--- config.mk ---
export PLATFORM = sky130hd
export DESIGN_NAME = seq_array_div
export DESIGN_NICKNAME = d
export VERILOG_FILES = /design/src/rtl/seq_array_div.sv
export SDC_FILE = /design/constraint.sdc
export NUM_CORES = 1
export LEC_CHECK = 0
export CAP_MARGIN = 20
export CORE_ASPECT_RATIO = 0.75
export CORE_MARGIN = 3
export CORE_UTILIZATION = 45
export CTS_CLUSTER_SIZE = 12
export DETAILED_ROUTE_END_ITERATION = 12
export DONT_BUFFER_PORTS = 1
export GPL_ROUTABILITY_DRIVEN = 0
export PLACE_DENSITY_LB_ADDON = 0.3
export SYNTH_ARGS = -nofsm -noshare
export SYNTH_HDL_FRONTEND = slang
export SYNTH_SLANG_ARGS = --single-unit
--- constraint.sdc ---
create_clock -name clk -period 2.35 [get_ports clk]
set_input_delay 0.235 -clock clk [delete_from_list [all_inputs] [get_ports clk]]
set_output_delay 0.235 -clock clk [all_outputs]
set_load 0.02 [all_outputs]
--- src/rtl/seq_array_div.sv ---
// Iterative restoring divider, one quotient bit per clock.
// Recovers quotient/remainder of the 4x4 array multiplier's product.
module seq_array_div #(
  parameter int DIVIDEND_W = 8,
  parameter int DIVISOR_W  = 4
) (
  input  logic                  clk,
  input  logic                  rst,
  input  logic                  start,
  input  logic [DIVIDEND_W-1:0] dividend,
  input  logic [DIVISOR_W-1:0]  divisor,
  output logic                  busy,
  output logic                  done,
  output logic [DIVIDEND_W-1:0] quotient,
  output logic [DIVISOR_W-1:0]  remainder,
  output logic                  div_by_zero
);

  localparam int CW = (DIVIDEND_W > 1) ? $clog2(DIVIDEND_W) : 1;
  localparam logic [CW-1:0] LAST = CW'(DIVIDEND_W - 1);

  typedef enum logic [1:0] {
    IDLE = 2'd0,
    CALC = 2'd1,
    DONE = 2'd2
  } state_t;

  state_t                state;
  logic [DIVISOR_W-1:0]  dvsr;
  logic [DIVISOR_W:0]    r;
  logic [DIVIDEND_W-1:0] q;
  logic [CW-1:0]         cnt;

  logic [DIVISOR_W:0]    t;
  logic [DIVISOR_W:0]    r_nxt;
  logic [DIVIDEND_W-1:0] q_nxt;
  logic                  ge;

  // Partial remainder stays below the divisor, so its low bits plus
  // the next dividend bit always fit in DIVISOR_W+1 bits.
  always_comb begin
    t     = {r[DIVISOR_W-1:0], q[DIVIDEND_W-1]};
    ge    = (t >= {1'b0, dvsr});
    r_nxt = ge ? (t - {1'b0, dvsr}) : t;
    q_nxt = {q[DIVIDEND_W-2:0], ge};
  end

  always_ff @(posedge clk or posedge rst) begin
    if (rst) begin
      state       <= IDLE;
      busy        <= 1'b0;
      done        <= 1'b0;
      quotient    <= '0;
      remainder   <= '0;
      div_by_zero <= 1'b0;
      dvsr        <= '0;
      r           <= '0;
      q           <= '0;
      cnt         <= '0;
    end else begin
      unique case (state)
        IDLE, DONE: begin
          state <= IDLE;
          busy  <= 1'b0;
          done  <= 1'b0;
          if (start) begin
            if (divisor == '0) begin
              state       <= DONE;
              done        <= 1'b1;
              quotient    <= '1;
              remainder   <= '0;
              div_by_zero <= 1'b1;
            end else begin
              state <= CALC;
              busy  <= 1'b1;
              dvsr  <= divisor;
              r     <= '0;
              q     <= dividend;
              cnt   <= '0;
            end
          end
        end
        CALC: begin
          r   <= r_nxt;
          q   <= q_nxt;
          cnt <= cnt + 1'b1;
          if (cnt == LAST) begin
            state       <= DONE;
            busy        <= 1'b0;
            done        <= 1'b1;
            quotient    <= q_nxt;
            remainder   <= r_nxt[DIVISOR_W-1:0];
            div_by_zero <= 1'b0;
          end
        end
        default: begin
          state <= IDLE;
          busy  <= 1'b0;
          done  <= 1'b0;
        end
      endcase
    end
  end

endmodule

==> flow_summary.ini <==
[setup_path]
path_delay_family = compound AO/OA/AOI/OAI gates
cpPeakStageDelay_ns = 0.43
cp_num_buf_inv = 0
crit_arrival_ns = 2.14
startpoint_type = flip-flop
crit_chain = ha_1, nor4_1, a22o_1, mux2_2, o21ai_0
required_ns = 2.55
rrSetupSlack_ns = 0.41
crit_fanout = 7
crit_type = flip-flop to flip-flop
cpMaxStageDelayCell = dfrtp_1
crit_path_end_kind = flip-flop

[sta]
setup_violations = 0
finalHoldViolations = 0
finalCritPeriodShare = 0.826
relSlewSlack = 0.596
rsz0062_at_grt = false
setup_tns_ns = 0
finalCriticalPeriod_ns = 1.94
tightest_slew_ns = 0.604
fmax_ghz = 0.515
whs_ns = 0.0898
skew_ns = 0.00948
slew_viol_final = 0

[die]
die_area_um2 = 4450
initial_utilization = 0.487
die_w_um = 76.1
row_count = 18
core-area_um2 = 3400
top_level_ports = 30
die_y_um = 58.5

[synth]
synth_top_cell_area_share = 0.529
ys_warn_count = 0
synth_area_leaders = dfrtp_1 53%, o21ai_0 7.3%, nand2_1 6.1%
postSynthAreaPerCell_um2 = 9.74
ys.flop_type = dfrtp_1
syn-num-nets = 192
ys_seq_elements = 35
yosys.area.top_type = dfrtp_1
synth_cell_types = 29
synth_edf_count = 0
async_reset_ff_frac = 1.00
syn_inst = 170
synth_area_um2 = 1660
seq_area_frac_synth = 0.529

[detailed_routing]
routed_wl_um = 3560
via_per_inst = 5.43
num_vias = 1222
drt_iter0_drc = 102
route.detailed.wl_per_inst_um = 15.8
ant_nets = 0
drtPass1Iterations = 4
post-route-drc-count = 0

[status]
status = finished, final reports clean

[finish]
layout.nets = 196
fin_util = 0.527
final_cell_area_um2 = 1790
syn2layout_area_growth_pct = 8.16
most-common-layout-cells = 35 x dfrtp_1, 27 x nand2_1, 24 x o21ai_0, 20 x nor2_1, 12 x a21oi_1
layout_commonest_cell = dfrtp_1
fillers = 320
drive_above_1_share = 0.0914
antenna_cells = 0

[clock_tree]
htreeDepth = 2
cts_max_path_buffers = 2
cts_buffers = 5
tritoncts = yes
clkLatencyLatePin_ns = 0.29
clkTransAtPathRegs_ns = 0.07
cts_root_buf = clkbuf_8
clock-sinks = 35
post_cts_buffers = 0

[run]
maxCapViolCount = 0

[global_routing]
grt_overflow = 0
antenna_found_initial = 0
grt_pass1_wl_um = 5650
grt_pass1_vias = 1149
grt_max_degree = 23
grt_usage = 0.166

[placement]
numPortBuffers = 0
place_area_um2 = 1700
hpwl_um = 2660

[hold_path]
min_path_type = input pin to flip-flop

[power_and_ir_drop]
max-vdd-ir-drop_mv = 0.673
power_leakage_nw = 0.808
power_mw = 2.92
p_per_area_nw_per_um2 = 1630
==> sequential cells by signal, summed over array words and instances (netlist names) <==
register and flops:
done 1, busy 1, dvsr 4, cnt 3, q 8, quotient 8, r 4, div_by_zero 1
remainder 4, state 1
==> stage by stage <==
stage                     instances  worst slack, ns
final                           225            0.409
after CTS                       225            0.412
after global placement          216            0.511
after global routing            225            0.297
after floorplan                 170            0.662
after detailed placement        216            0.432
==> kinds of logic after synthesis <==
group | count (synthesis) | synth area share
xor+xnor | 1 | 0.00529
simple gates | 58 | 0.155
mux | 10 | 0.0627
buf+inv | 15 | 0.0453
flops | 35 | 0.529
fa+ha+maj | 7 | 0.0574
compound gates | 44 | 0.146
==> layout make-up <==
| cell class | count | area (um^2) | area share |
|---|---|---|---|
| Clock buffer | 6 | 72.6 | 0.0405 |
| Multi-Input combinational cell | 120 | 706 | 0.394 |
| Sequential cell | 35 | 876 | 0.489 |
| Tap cell | 50 | 62.6 | 0.0349 |
| Clock inverter | 2 | 12.5 | 0.00698 |
| Timing Repair Buffer | 4 | 32.5 | 0.0182 |
| Inverter | 8 | 30.0 | 0.0168 |
==> worst paths after layout <==
path / startpoint / endpoint / depth (start not counted)
setup reg to reg: r[2] / remainder[0] / 5
min in group asynchronous: rst / quotient[6] / 2
setup / recovery: r[2] / remainder[0] / 5
hold reg to reg: cnt[0] / cnt[0] / 1
max in group asynchronous: rst / cnt[0] / 3
hold / removal: divisor[2] / dvsr[2] / 2
==> repair_timing <==
| item | CTS | global route |
|---|---|---|
| gates resized for setup | 0 | 0 |
| hold buffers | 1 | 0 |
| endpoints found under the hold margin | 13 | 0 |
==> synthesized netlist by cell type (2+ instances only) <==
library cell	instances
a21oi_1	12
dfrtp_1	35
nor2_1	20
o21ai_0	24
inv_1	8
ha_1	6
mux2i_1	7
nor2b_1	2
clkbuf_1	5
o22ai_1	3
mux2_2	3
nand2b_1	2
nand2_1	27
==> where the power goes <==
| group | total [mW] | internal (mW) | switching (mW) |
|---|---|---|---|
| clock network | 0.424 | 0.207 | 0.217 |
| registers | 1.25 | 0.893 | 0.353 |
| logic | 1.25 | 0.526 | 0.719 |
| total | 2.92 | 1.63 | 1.29 |
==> layer usage <==
layer	global-route usage	wire length (um)	part of all wire
met5	0	0	0
met3	0.0612	285	0.080
met4	0.0543	34	0.0096
met2	0.236	1480	0.42
met1	0.235	1760	0.49
Power figures use the tool's default switching activity.
